===== config.mk =====
export PLATFORM = sky130hd
export DESIGN_NAME = tracker
export DESIGN_NICKNAME = d
export VERILOG_FILES = /design/src/rtl/tracker_pkg.sv /design/src/rtl/tracker_checker.sv /design/src/rtl/tracker.sv
export SDC_FILE = /design/constraint.sdc
export NUM_CORES = 1
export LEC_CHECK = 0
export ABC_AREA = 1
export CELL_PAD_IN_SITES_DETAIL_PLACEMENT = 1
export CELL_PAD_IN_SITES_GLOBAL_PLACEMENT = 1
export CORE_ASPECT_RATIO = 1.4
export CORE_UTILIZATION = 38
export DETAILED_ROUTE_END_ITERATION = 12
export GPL_TIMING_DRIVEN = 1
export PLACE_DENSITY = 0.78
export SLEW_MARGIN = 20
export SYNTH_ARGS = -nofsm -noshare
export SYNTH_HDL_FRONTEND = slang
export SYNTH_SLANG_ARGS = --single-unit

===== constraint.sdc =====
create_clock -name clk -period 1.9 [get_ports clk]
set_clock_uncertainty 0.15 [all_clocks]
set_input_delay 0.38 -clock clk [delete_from_list [all_inputs] [get_ports clk]]
set_output_delay 0.38 -clock clk [all_outputs]
set_load 0.02 [all_outputs]

===== src/rtl/tracker_pkg.sv =====
// Shared types and sizing helpers for the stream tracker (sink/checker).
package tracker_pkg;

    // Sink FSM states
    typedef enum logic [1:0] {
        IDLE   = 2'd0,
        ACCEPT = 2'd1,
        STALL  = 2'd2,
        DONE   = 2'd3
    } state_t;

    localparam int CNT_W = 32;
    localparam int ERR_W = 16;

    // Stall counter must hold DELAY; keep at least one bit so DELAY=0 still elaborates
    function automatic int stall_w(input int delay);
        int w;
        w = $clog2(delay + 1);
        return (w < 1) ? 1 : w;
    endfunction

endpackage


===== src/rtl/tracker_checker.sv =====
// Expected-sequence checker: tracks the next expected value, compares each
// accepted beat, counts mismatches (saturating) and captures the first one.
module tracker_checker
    import tracker_pkg::*;
#(
    parameter int DW     = 16,
    parameter int START  = 0,
    parameter int STEP   = 1,
    parameter int RESYNC = 1
) (
    input  logic             clk,
    input  logic             rst,
    input  logic             hs,
    input  logic [DW-1:0]    data,
    output logic [ERR_W-1:0] err_cnt,
    output logic             err_any,
    output logic [DW-1:0]    err_exp,
    output logic [DW-1:0]    err_got
);

    localparam logic [DW-1:0] START_V = DW'(START);
    localparam logic [DW-1:0] STEP_V  = DW'(STEP);

    logic [DW-1:0] expected;
    logic          match;

    // Error counter sticks at all-ones instead of wrapping
    function automatic logic [ERR_W-1:0] sat_inc(input logic [ERR_W-1:0] v);
        return (v == '1) ? v : v + ERR_W'(1);
    endfunction

    assign match = (data == expected);

    // Advance expected value and record mismatches on every accepted beat
    always_ff @(posedge clk or negedge rst) begin
        if (!rst) begin
            expected <= START_V;
            err_cnt  <= '0;
            err_any  <= 1'b0;
            err_exp  <= '0;
            err_got  <= '0;
        end else if (hs) begin
            if (match) begin
                expected <= expected + STEP_V;
            end else begin
                err_cnt <= sat_inc(err_cnt);
                err_any <= 1'b1;
                if (!err_any) begin
                    err_exp <= expected;
                    err_got <= data;
                end
                // Resync follows the received stream; otherwise keep the original schedule
                expected <= (RESYNC != 0) ? (data + STEP_V) : (expected + STEP_V);
            end
        end
    end

endmodule


===== src/rtl/tracker.sv =====
// Stream sink: applies a programmable up_ready pattern, counts accepted
// beats and hands each beat to the sequence checker.
module tracker
    import tracker_pkg::*;
#(
    parameter int DW     = 16,
    parameter int DELAY  = 0,
    parameter int START  = 0,
    parameter int STEP   = 1,
    parameter int NUM    = 0,
    parameter int RESYNC = 1
) (
    input  logic             clk,
    input  logic             rst,
    input  logic             enable,
    input  logic             up_valid,
    input  logic [DW-1:0]    up_data,
    output logic             up_ready,
    output logic [CNT_W-1:0] rcv_cnt,
    output logic [ERR_W-1:0] err_cnt,
    output logic             err_any,
    output logic [DW-1:0]    err_exp,
    output logic [DW-1:0]    err_got,
    output logic             done
);

    localparam int               SW      = stall_w(DELAY);
    localparam logic [SW-1:0]    DELAY_V = SW'(DELAY);
    localparam logic [CNT_W-1:0] NUM_V   = CNT_W'(NUM);

    state_t        state, next_state;
    logic [SW-1:0] stall_cnt, stall_nxt;
    logic          hs;
    logic          last_beat;

    assign hs        = up_valid & up_ready;
    assign last_beat = (NUM != 0) && ((rcv_cnt + CNT_W'(1)) == NUM_V);

    // Next-state and stall-counter logic
    always_comb begin
        next_state = state;
        stall_nxt  = stall_cnt;
        case (state)
            IDLE: begin
                if (enable) next_state = ACCEPT;
            end
            ACCEPT: begin
                if (hs) begin
                    if (last_beat) begin
                        next_state = DONE;
                    end else if (DELAY > 0) begin
                        next_state = STALL;
                        stall_nxt  = DELAY_V;
                    end else if (!enable) begin
                        next_state = IDLE;
                    end
                end else if (!enable) begin
                    next_state = IDLE;
                end
            end
            STALL: begin
                if (stall_cnt <= SW'(1)) begin
                    next_state = enable ? ACCEPT : IDLE;
                    stall_nxt  = '0;
                end else begin
                    stall_nxt  = stall_cnt - SW'(1);
                end
            end
            DONE: begin
                next_state = DONE;
            end
            default: begin
                next_state = IDLE;
            end
        endcase
    end

    // State register; up_ready and done are registered so no input reaches them combinationally
    always_ff @(posedge clk or negedge rst) begin
        if (!rst) begin
            state     <= IDLE;
            stall_cnt <= '0;
            up_ready  <= 1'b0;
            done      <= 1'b0;
        end else begin
            state     <= next_state;
            stall_cnt <= stall_nxt;
            up_ready  <= (next_state == ACCEPT);
            done      <= (next_state == DONE);
        end
    end

    // Accepted-beat counter, wraps naturally
    always_ff @(posedge clk or negedge rst) begin
        if (!rst) begin
            rcv_cnt <= '0;
        end else if (hs) begin
            rcv_cnt <= rcv_cnt + CNT_W'(1);
        end
    end

    tracker_checker #(
        .DW     (DW),
        .START  (START),
        .STEP   (STEP),
        .RESYNC (RESYNC)
    ) u_checker (
        .clk     (clk),
        .rst     (rst),
        .hs      (hs),
        .data    (up_data),
        .err_cnt (err_cnt),
        .err_any (err_any),
        .err_exp (err_exp),
        .err_got (err_got)
    );

endmodule


[Word-level counts from Yosys, hierarchy flattened]
Index checks and enable logic that the tools add are counted.
Storage, ports and cells
  register bits: 102
  bits in latches: 0
  output and inout port bits: 83
  memory bits (read-only): 0
  memories: 0
  word-level logic and storage cells: 38
  memory bits (writable): 0
Operators by class
  shifts and indexed selects: 0
  magnitude comparators: 1
  divide/modulo/power cells: 0
  multiply operators: 0
  reductions and logical operators: 4
  multiplexer cells: 7
  bitwise gates (word level): 4
  eq/ne operators: 7
  add/subtract/negate cells: 5
Operator list (number)
  adder 16 x 1 -> 16 bit (second input constant): 3
  adder 32 x 1 -> 32 bit (second input constant): 1
  == test 16 bit: 1
  == test 16 bit (second input constant): 1
  2-to-1 mux 16 bit: 1
  case mux 2 bit (4 select lines): 1
  == test 2 bit (second input constant): 3
  2-to-1 mux 2 bit: 3
  AND reduction 3 bit: 2
  == test 2 x 1 -> 1 bit (second input constant): 2
  inverter 1 bit: 3
  zero test 2 bit: 1
  2-to-1 mux 1 bit: 2
  AND reduction 2 bit: 1
  bitwise AND 1 bit: 1
  less-or-equal comparator 1 bit (second input constant): 1
  subtractor 1 bit (second input constant): 1

[Longest topological paths before layout]
Gate-level depths: netlist (run 1).
  depth in word-level cells: 4
  depth in mapped cells: 11

[Modules after synthesis]
A second synthesis (run 1) with hierarchy kept.
Unflattened totals
  cell total of the unflattened synthesis: 695
  area, all modules: 5408.9 um^2
By module, submodules not included
  tracker_checker: instances 1, area each 3607.2 um^2, sequential area each 1626.6 um^2, cells each 492
  tracker: instances 1, area each 1801.7 um^2, sequential area each 875.8 um^2, cells each 203

[Worst setup path after synthesis (run 1)]
No wires, ideal clock.
  kind: flip-flop to flip-flop
  start point: reg rcv_cnt[0]
  end point: reg rcv_cnt[14]
  required time: 1.627 ns
  cell stages (with the launch flop): 8
  setup time: 0.123 ns
  path slack: 0.057 ns
  arrival: 1.570 ns
  buffers on the path: 0
  path through: dfrtp_1 -> ha_1 -> inv_1 -> nor3_2 -> nand3b_1 -> nor2_2 -> nand2_1 -> xor2_1
On the way
  word-level cells in the longest chain between the ends: 1
RTL lines
  start: declaration: line tracker.sv:19  | output logic [CNT_W-1:0] rcv_cnt,
  start signal: assignment: line tracker.sv:98  | rcv_cnt <= rcv_cnt + CNT_W'(1);
  adder 32 x 1 -> 32 bit: line tracker.sv:98
No other way between the ends.
A chain may end at the register's enable or synchronous reset.

[Final worst setup path (run 1)]
  start point: reg u_checker.err_got[0]
  end point: out err_got[0]
RTL lines
  start: declaration: line tracker_checker.sv:18  | output logic [DW-1:0] err_got
  start signal: assignment: line tracker_checker.sv:50  | err_got <= data;
  end: declaration: line tracker.sv:23  | output logic [DW-1:0] err_got,
No word-level cell between the ends.

==> metrics.yaml, run 1 <==
run_status:
  status: "finished clean"
placement:
  portBuffers: 102
  pre_cts_slack_ns: -0.498
  hpwl_mm: 14.6
  gp_congestion: 0.888
power_and_ir_drop:
  power_density_nw_per_um2: 691
  irDropWorstVdd_v: 0.000364
  power_leakage_nw: 4.22
  power_w: 0.00541
min_path:
  hold_end: "u_checker.err_got[10]"
  holdPathStages: 3
  hold_start: "up_data[10]"
  hp-class: "primary input to flip-flop"
detailed_routing:
  wirelength_mm: 20.4
  dr.pass1.iters: 4
  drtIter0Drc: 196
  vias: 5940
  drc: 0
  antenna_left: 0
  vias_per_cell: 5.20
  wire_per_inst_um: 17.9
critical_path:
  rr_worst_depth: 7
  crit_buf_inv: 1
  cp_top_family: "buffers and inverters"
  path_class: "flip-flop to output pin"
  timing.rr.start: "rcv_cnt[1]"
  endpoint_kind: "output pin"
  slowest_stage: "clkdlybuf4s50_1"
  crit_arrival_ns: 1.34
  path_cells: "clkdlybuf4s50_1"
  rr_endpoint: "rcv_cnt[14]"
  ff2ff_setup_slack_ns: 0.04
  start_kind: "flip-flop"
  cpPeakStageDelay_ns: 0.64
  crit_required_ns: 1.37
  worstPathMaxFanout: 2
floorplan:
  die_h_um: 146
  initial_core_util: 0.388
  core_area_um2: 14400
  dieArea_um2: 15200
  chipWidth_um: 105
  rows: 52
  io_pins: 103
synth:
  syn-cell-area_um2: 5600
  synth_seq_cells: 101
  synth_cells: 775
  yosys_warnings: 0
  yosysTopAreaCell: "dfrtp_1"
  synth_nets: 798
  synth.area.top_cells: "dfrtp_1 (45%), nand2_1 (22%), nand4_1 (6.3%)"
  synth_top_area_share: 0.451
  synth.avg_cell_area_um2: 7.23
  synth_cell_type_count: 28
  yosysSeqAreaShare: 0.451
sta:
  tightestPinTransition_ns: 0.416
  rsz0062_at_grt: "yes"
  slew_viol_final: 0
  setup_slack_ns: 0.0259
  final_hold_viol_count: 0
  setup_viol: 0
  relSlewSlack: 0.721
  finalCritPeriodShare: 0.986
  min_period_ns: 1.87
  fmax_mhz: 534
clocking:
  cts_buffers: 9
  clock-sinks: 101
  clk_pin_slew_ns: 0.07
  clk_latency_ns: 0.36
  cts_buffer_depth: 2
  cts_max_level: 3
  cts_tree: "built"
  clockRootBuffer: "clkbuf_16"
global_route:
  grt_use_met1: 0.293
  overflow: 0
  grt_pass1_wl_mm: 33.1
  grt_use_total: 0.275
  grt_pass1_vias: 6697
  grt_max_degree: 39
  antenna_found_initial: 1
  grt-busiest-layer: "met2"
  use_met2: 0.532
  use_met3: 0.0381
finish:
  synthToLayoutAreaGrowth_pct: 39.6
  final_cell_mix: "nand2_1 (330), dfrtp_1 (99), buf_4 (77), nor2_1 (63), nand4_1 (56)"
  drive_gt1_frac: 0.149
  diodes: 0
  num-nets-final: 972
  final_common_cell: "nand2_1"
job:
  cap_violations: 0
[worst reg2reg max path, delay by kind of cell, from the launching register on]
family	cells	cell delay (ns)
xor gates and xnor gates	1	0.14
adders and majority gates	1	0.22
buffers and inverters	1	0.07
DFF	1	0.38
and+or+nand+nor	4	0.79
[kinds of logic (layout without fill, tap and decap cells)]
kind of cell / count (synthesis) / count (layout) / share of synthesized area
buffers and inverters: 96 / 273 / 0.0713
adders and majority gates: 3 / 3 / 0.00670
DFF: 101 / 101 / 0.451
and+or+nand+nor: 522 / 524 / 0.400
AOI/OAI and AO/OA: 18 / 18 / 0.0165
xor gates and xnor gates: 35 / 35 / 0.0547
[Yosys cell counts (all sizes together)]
master    n
a31oi     1
and3      1
buf      14
clkbuf   12
clkinv    1
dfrtp   101
ha        3
inv      69
nand2   333
nand3    31
nand3b    5
nand4    57
nor2     73
nor3     22
o21ai    16
o22ai     1
xnor2    12
xor2     23
[power breakdown]
part	total (W)	switching, W	leakage [nW]	internal (W)
sequential	0.00248	0.000189	1.35	0.00229
clock	0.00189	0.000833	0.143	0.00106
combinational	0.00104	0.000628	2.73	0.000408
[layout make-up]
cell class / instances / area (µm²)
clock buffers: 12 / 246
multi-input cells: 580 / 2800
well taps: 189 / 236
flip-flops and latches: 101 / 2530
repair buffers: 187 / 1700
fillers: 1859 / 6630
inverters: 70 / 263
clock inverters: 4 / 47.5
[worst max-delay path by stage]
stage / start / to / slack (ns) / cells past startpoint
finish: u_checker.err_got[0] / err_got[0] / 0.03 / 1
global route: up_data[11] / u_checker.err_got[13] / -0.05 / 12
CTS: u_checker.err_got[7] / err_got[7] / 0.003 / 1
detailed placement: up_data[6] / u_checker.err_cnt[4] / -0.50 / 10
global placement: up_valid / rcv_cnt[14] / -0.35 / 8
floorplan: rcv_cnt[0] / rcv_cnt[14] / 0.06 / 7
[per-layer routing]
metal	vias to the layer above	share of wire
li1	2803	-
met1	2961	0.38
met2	126	0.56
met3	48	0.027
met4	2	0.034
met5	-	0.00054
[per-stage QoR]
step / std cells / TNS (ns) / utilization / cell area (µm²) / hold WS, ns
final: 1143 / 0 / 0.541 / 7820 / 0.207
after global routing: 1143 / -0.580 / 0.541 / 7820 / 0.237
after floorplan: 775 / 0 / - / 5600 / -0.0656
after CTS: 1138 / 0 / 0.530 / 7660 / 0.329
after detailed placement: 1117 / -27.13 / 0.508 / 7340 / 0.191
after global placement: 1117 / -20.08 / 0.508 / 7340 / 0.187
[state kept, by name, summed over array words and instances, names as in the netlist]
name and flops:
u_checker.err_exp 16, u_checker.err_got 16, state 2, u_checker.err_any 1
u_checker.err_cnt 16, up_ready 1, rcv_cnt 32, done 1
u_checker.expected 16
[what timing repair did]
action,4_1_cts,5_1_grt
gates cloned,2,2
hold buffers,1,0
resized for setup,68,35
endpoints found under the setup margin,103,76
setup buffers,2,3
hold endpoints to repair,26,0
pin swaps,3,6
Note: power is estimated with default switching activity, not from simulation.
==> inputs of run 2 (changes only) <==
- CORE_MARGIN: default -> 2
==> metrics.yaml, run 2 (synthesis results as in run 1) <==
finish:
  synthToLayoutAreaGrowth_pct: 39.6
  final_cell_area_um2: 7820
  diodes: 0
  final_common_cell: "nand2_1"
  final_cell_mix: "nand2_1 (329), dfrtp_1 (99), buf_4 (76), nor2_1 (62), dlygate4sd2_1 (58)"
  largest_reg_flops: 32
  drive_gt1_frac: 0.149
  num-nets-final: 967
  largest-register: "rcv_cnt"
clocking:
  cts_tree: "built"
  cts_buffer_depth: 2
  cts_buffers: 9
  clockRootBuffer: "clkbuf_16"
  clock-sinks: 101
  clk_latency_ns: 0.35
  clk_pin_slew_ns: 0.08
  cts_max_level: 3
power_and_ir_drop:
  p_sw_frac: 0.314
  power_density_nw_per_um2: 706
  power_switching_w: 0.00173
  power_leakage_nw: 4.26
  seqPwrFrac: 0.452
  clockPowerShare: 0.359
  p_int_w: 0.00379
  irDropWorstVdd_v: 0.000382
  comb_power_share: 0.189
global_route:
  antenna_found_initial: 0
  grt_use_total: 0.257
  overflow: 0
  grt_max_degree: 40
  grt_pass1_wl_mm: 32.0
  grt_pass1_vias: 6478
sta:
  fmax_mhz: 534
  rsz0062_at_grt: "yes"
  setup_viol: 0
  tightestPinTransition_ns: 0.442
  slew_viol_final: 0
  relSlewSlack: 0.705
  fin_setup_tns_ns: 0
  finalCritPeriodShare: 0.986
  final_hold_viol_count: 0
  min_period_ns: 1.87
detailed_routing:
  dr.pass1.iters: 4
  drtIter0Drc: 209
  vias: 5924
  vias_per_cell: 5.21
  wirelength_mm: 20.1
  wire_per_inst_um: 17.6
  drc: 0
  antenna_left: 0
placement:
  gp_congestion: 0.906
  hpwl_mm: 14.3
  portBuffers: 102
  placed_area_um2: 7280
critical_path:
  crit_buf_inv: 1
  crit_required_ns: 1.37
  path_cells: "clkdlybuf4s50_1"
  slowest_stage: "clkdlybuf4s50_1"
  endpoint_kind: "output pin"
  worstPathMaxFanout: 2
  cp_top_family: "buffers and inverters"
  start_kind: "flip-flop"
  path_class: "flip-flop to output pin"
  crit_arrival_ns: 1.34
  cpPeakStageDelay_ns: 0.64
floorplan:
  initial_core_util: 0.388
  dieArea_um2: 15700
  rows: 52
  core_area_um2: 14400
  chipWidth_um: 107
  io_pins: 103
  die_h_um: 148
min_path:
  hp-class: "primary input to flip-flop"
job:
  cap_violations: 0
run_status:
  status: "finished clean"
run 2: path summary, 6_finish.rpt:
path                                       start               endpoint  slack, ns  cells past startpoint
setup / recovery            u_checker.err_got[3]             err_got[3]       0.03                      1
hold / removal                       up_data[10]  u_checker.err_got[10]       0.21                      3
setup reg to reg           u_checker.expected[9]   u_checker.err_got[9]       0.06                     10
hold reg to reg            u_checker.err_exp[15]  u_checker.err_exp[15]       0.33                      2
max in group asynchronous                    rst  u_checker.expected[6]       0.66                      3
min in group asynchronous                    rst             rcv_cnt[7]       0.36                      2
run 2: per-stage QoR:
| stage | hold slack [ns] | utilization | total power, W | std cells | setup slack [ns] |
|---|---|---|---|---|---|
| detailed placement | 0.206 | 0.504 | 0.00352 | 1109 | -0.448 |
| floorplan | -0.0656 | - | 0.00295 | 775 | 0.0571 |
| global placement | 0.200 | 0.504 | 0.00346 | 1109 | -0.389 |
| global route | 0.259 | 0.541 | 0.00579 | 1138 | -0.0346 |
| finish | 0.213 | 0.541 | 0.00552 | 1138 | 0.0263 |
| CTS | 0.334 | 0.529 | 0.00549 | 1130 | 0.000402 |
run 2: final cells by class:
class / count / area, µm²
Tap cell: 189 / 236
Sequential cell: 101 / 2530
Clock inverter: 6 / 76.3
Clock buffer: 10 / 239
Timing Repair Buffer: 184 / 1680
Fill cell: 1837 / 6620
Inverter: 70 / 263
Multi-Input combinational cell: 578 / 2800
run 2: timing repair:
action / in CTS / in global routing
hold buffers: 1 / 0
pin swaps: 4 / 9
endpoints found under the setup margin: 106 / 71
buffers inserted: 3 / 8
resized for setup: 70 / 42
hold endpoints to repair: 25 / 0
cloned: 1 / 0
run 2: power groups by stage:
stage,sequential [W],combinational [W],clock [W]
2_1_floorplan,0.00259,0.000366,0
3_3_place_gp,0.00250,0.000956,0
3_5_place_dp,0.00252,0.00100,0
4_1_cts,0.00248,0.000971,0.00203
5_1_grt,0.00252,0.00115,0.00212
6_report,0.00250,0.00104,0.00199
run 2: metal layers:
metal	vias up	part of all wire	track usage
met4	0	0.037	0.123
met2	129	0.55	0.488
li1	2797	-	-
met3	44	0.024	0.0260
met1	2954	0.39	0.282
met5	-	0	0
==> inputs of run 3 (changes only) <==
- CORE_UTILIZATION: 38 -> 39
- CTS_BUF_LIST: default -> sky130_fd_sc_hd__clkbuf_4
- PLACE_DENSITY: 0.78 -> 0.79
==> metrics.yaml, run 3 (synthesis results as in run 1) <==
run_status:
  status: "finished clean"
critical_path:
  crit_buf_inv: 1
  path_cells: "dlygate4sd2_1"
  ff2ff_setup_slack_ns: 0.06
  cpPeakStageDelay_ns: 0.49
  rr_endpoint: "u_checker.err_cnt[15]"
  crit_required_ns: 1.37
  endpoint_kind: "output pin"
  cp_top_family: "flip-flops"
  worstPathMaxFanout: 5
  slowest_stage: "dfrtp_2"
  timing.rr.start: "u_checker.expected[0]"
  crit_arrival_ns: 1.34
  start_kind: "flip-flop"
  rr_worst_depth: 12
  path_class: "flip-flop to output pin"
sta:
  setup_slack_ns: 0.0334
  slew_viol_final: 0
  min_period_ns: 1.87
  tightestPinTransition_ns: 0.444
  whs_ns: 0.140
  fin_setup_tns_ns: 0
  final_hold_viol_count: 0
  setup_viol: 0
  fmax_mhz: 536
  finalCritPeriodShare: 0.982
  relSlewSlack: 0.702
detailed_routing:
  antenna_left: 0
  wirelength_mm: 19.9
  wire_per_inst_um: 17.2
  drc: 0
  drtIter0Drc: 181
  vias_per_cell: 5.17
  dr.pass1.iters: 4
  vias: 5970
finish:
  final_cell_area_um2: 7740
  final_cell_mix: "nand2_1 (332), buf_4 (95), dfrtp_1 (77), dlygate4sd2_1 (69), nor2_1 (62)"
  largest-register: "rcv_cnt"
  largest_reg_flops: 32
  final_common_cell: "nand2_1"
  num-nets-final: 987
  num-fill-cells: 1802
  drive_gt1_frac: 0.186
  synthToLayoutAreaGrowth_pct: 38.2
clocking:
  cts_buffers: 9
  cts_buffer_depth: 2
  clock-sinks: 101
  clockRootBuffer: "clkbuf_4"
  clk_latency_ns: 0.51
  cts_max_level: 3
  cts_tree: "built"
  clk_pin_slew_ns: 0.18
global_route:
  antenna_found_initial: 1
  grt_pass1_wl_mm: 31.3
  grt_use_total: 0.257
  grt_pass1_vias: 6395
  overflow: 0
  grt_max_degree: 39
floorplan:
  core_area_um2: 14000
  die_h_um: 146
  rows: 51
  dieArea_um2: 15400
  initial_core_util: 0.401
  io_pins: 103
  chipWidth_um: 105
power_and_ir_drop:
  power_density_nw_per_um2: 624
  irDropWorstVdd_v: 0.000451
  power_w: 0.00483
  power_leakage_nw: 4.12
placement:
  portBuffers: 102
  pre_cts_slack_ns: -0.493
  gp_congestion: 0.920
  hpwl_mm: 14.6
  placed_area_um2: 7350
min_path:
  hp-class: "primary input to asynchronous set/reset pin"
job:
  cap_violations: 0
run 3: stage by stage:
stage / util / std cells
after global routing: 0.554 / 1155
after detailed placement: 0.526 / 1109
after global placement: 0.526 / 1109
after floorplan: - / 775
final: 0.554 / 1155
after CTS: 0.534 / 1129
run 3: worst max path at each step:
stage / from / slack (ns) / depth (start not counted) / to
floorplan: rcv_cnt[0] / 0.06 / 7 / rcv_cnt[14]
global placement: up_data[6] / -0.41 / 13 / u_checker.err_cnt[4]
detailed placement: up_data[6] / -0.49 / 13 / u_checker.err_cnt[11]
CTS: rcv_cnt[0] / 0.0008 / 2 / rcv_cnt[0]
global route: u_checker.expected[0] / -0.08 / 12 / u_checker.err_cnt[5]
finish: u_checker.err_cnt[10] / 0.03 / 1 / err_cnt[10]
run 3: what timing repair did:
action / CTS / global route
setup buffers: 3 / 24
pin swaps: 2 / 10
endpoints found under the hold margin: 99 / 0
resized for setup: 102 / 44
hold buffers: 1 / 0
gates cloned: 0 / 1
setup endpoints to repair: 85 / 74
run 3: report_power, final:
part / leakage, nW / switching, W / internal, W
registers: 1.31 / 0.000187 / 0.00230
logic: 2.73 / 0.000628 / 0.000472
clock network: 0.0751 / 0.000825 / 0.000421
run 3: cell type report:
class / count / area [µm²] / area share
multi-input combinational: 578 / 2730 / 0.353
clock inverter: 7 / 82.6 / 0.0107
timing repair buffer: 204 / 1800 / 0.233
sequential: 101 / 2560 / 0.330
clock buffer: 9 / 67.6 / 0.00873
tap: 185 / 231 / 0.0299
antenna: 1 / 2.50 / 0.000323
inverter: 70 / 263 / 0.0339
run 3: layer usage:
layer	part of all wire	vias to the layer above	global-route usage
met1	0.40	2956	0.291
met5	0	-	0
met3	0.029	41	0.0358
met2	0.54	135	0.475
li1	-	2838	-
met4	0.032	0	0.109
==> RTL edit, RTL diff (flow settings as in run 1) <==
`DW` is set to 16 in 2 places; all go to 12.
--- a/src/rtl/tracker_checker.sv
+++ b/src/rtl/tracker_checker.sv
@@ -3,7 +3,7 @@
 module tracker_checker
     import tracker_pkg::*;
 #(
-    parameter int DW     = 16,
+    parameter int DW     = 12,
     parameter int START  = 0,
     parameter int STEP   = 1,
     parameter int RESYNC = 1
--- a/src/rtl/tracker.sv
+++ b/src/rtl/tracker.sv
@@ -3,7 +3,7 @@
 module tracker
     import tracker_pkg::*;
 #(
-    parameter int DW     = 16,
+    parameter int DW     = 12,
     parameter int DELAY  = 0,
     parameter int START  = 0,
     parameter int STEP   = 1,
Interface: changed (resized err_exp, err_got and up_data); port bits go from 103 to 91. No check against the original RTL was run, so the function may have changed too.
==> RTL edit against run 1 <==
- via count shrank 16%
- final cell count shrank 16%
- synthesized cell count shrank 14%
- synthesized area shrank 10%
- setup slack gained 0.0012 ns
- wire length shrank 19%
- clock power grew 4%
- cell area shrank 12%
- maximum frequency is essentially flat
- power shrank 4.3%
- sequential cell count shrank 12
- critical endpoint is now err_got[8]
- largest power group unchanged
- highest routed layer is now met4
==> RTL edit: results (changes against run 1) <==
Met3 WL = 414 um (-25%)
Top cells by count, synth = nand2_1, dfrtp_1, nor2_1, inv_1, nand4_1
PortBufs = 90 (-12%)
GR Util met2 = 47.15% (-6.1 points)
Inst Count DP = 940 (-16%)
Dpl hpwl = 12090 um (-17%)
Design Power = 5175 uW (-4.3%)
Non-filler cells, final = 959 (-16%)
Mapped Cells = 666 (-14%)
Logic power comb = 979 uW (-6%)
HP Class = flop to flop
Distinct cells, synth = 29 (+3.6%)
Post-CTS setup buffer count = 0 (-2)
Share of layout cells above drive strength 1 = 14.39% (-0.49 points)
Sequential share of the synthesized area = 44.33% (-0.79 points)
Peak supply drop = 0.3634 mV (-0.16%)
DP Area = 6440 um^2 (-12%)
WL per Instance = 17.29 um (-3.2%)
Worst-Margin Slew = 0.3562 ns (-0.05968 ns)
Worst slack, placed = -0.3706 ns (+0.1277 ns)
Clock network fraction of total power = 37.9% (+3.0 points)
Tot GR Track Use = 25.27% (-2.3 points)
M1 GR Usage = 27.74% (-1.6 points)
First-pass GRT wire length = 27300 um (-18%)
Initial drt markers = 169 (-14%)
Largest net degree at the start of global routing = 37 (-5.1%)
Syn_nets = 685 (-14%)
Synth top area cells = dfrtp_1, nand2_1, nand4_1, nor2_1, inv_1
Fin nets = 820 (-16%)
Status = completed
# resized after CTS = 49 (-28%)
Max stage delay on crit path = 0.62 ns (-0.02 ns)
Met2 wire len = 9015 um (-21%)
Post-Synth XOR/XNOR Area = 6.625% (+1.2 points)
Initial antenna violation count = 0 (-1)
==> RTL edit: cell count changes in the layout (fill, tap and decap cells not counted), moves of 9 or more <==
cell and change:
nand2_1 -63, buf_4 -27, nor3_1 -14, dfrtp_1 -11, dlymetal6s2s_1 -11, inv_2 -11, nand2_2 +9
==> RTL edit: path summary, 6_finish.rpt <==
kind	endpoint	cells after the start	start	slack, ns
setup reg to reg	rcv_cnt[29]	9	rcv_cnt[9]	0.14
hold / removal	u_checker.err_got[5]	2	u_checker.err_got[5]	0.32
min in group asynchronous	u_checker.err_got[11]	2	rst	0.34
hold reg to reg	u_checker.err_got[5]	2	u_checker.err_got[5]	0.32
max in group asynchronous	u_checker.expected[9]	3	rst	0.76
setup / recovery	err_got[8]	1	u_checker.err_got[8]	0.03
==> RTL edit: area by class of cell <==
type                       instances  area [um^2]
clock inverter                     7        100.1
timing repair buffer             147         1363
tap                              153        191.4
sequential                        89         2228
fill                            1616         6027
clock buffer                       9        225.2
inverter                          57        215.2
multi-input combinational        497         2525
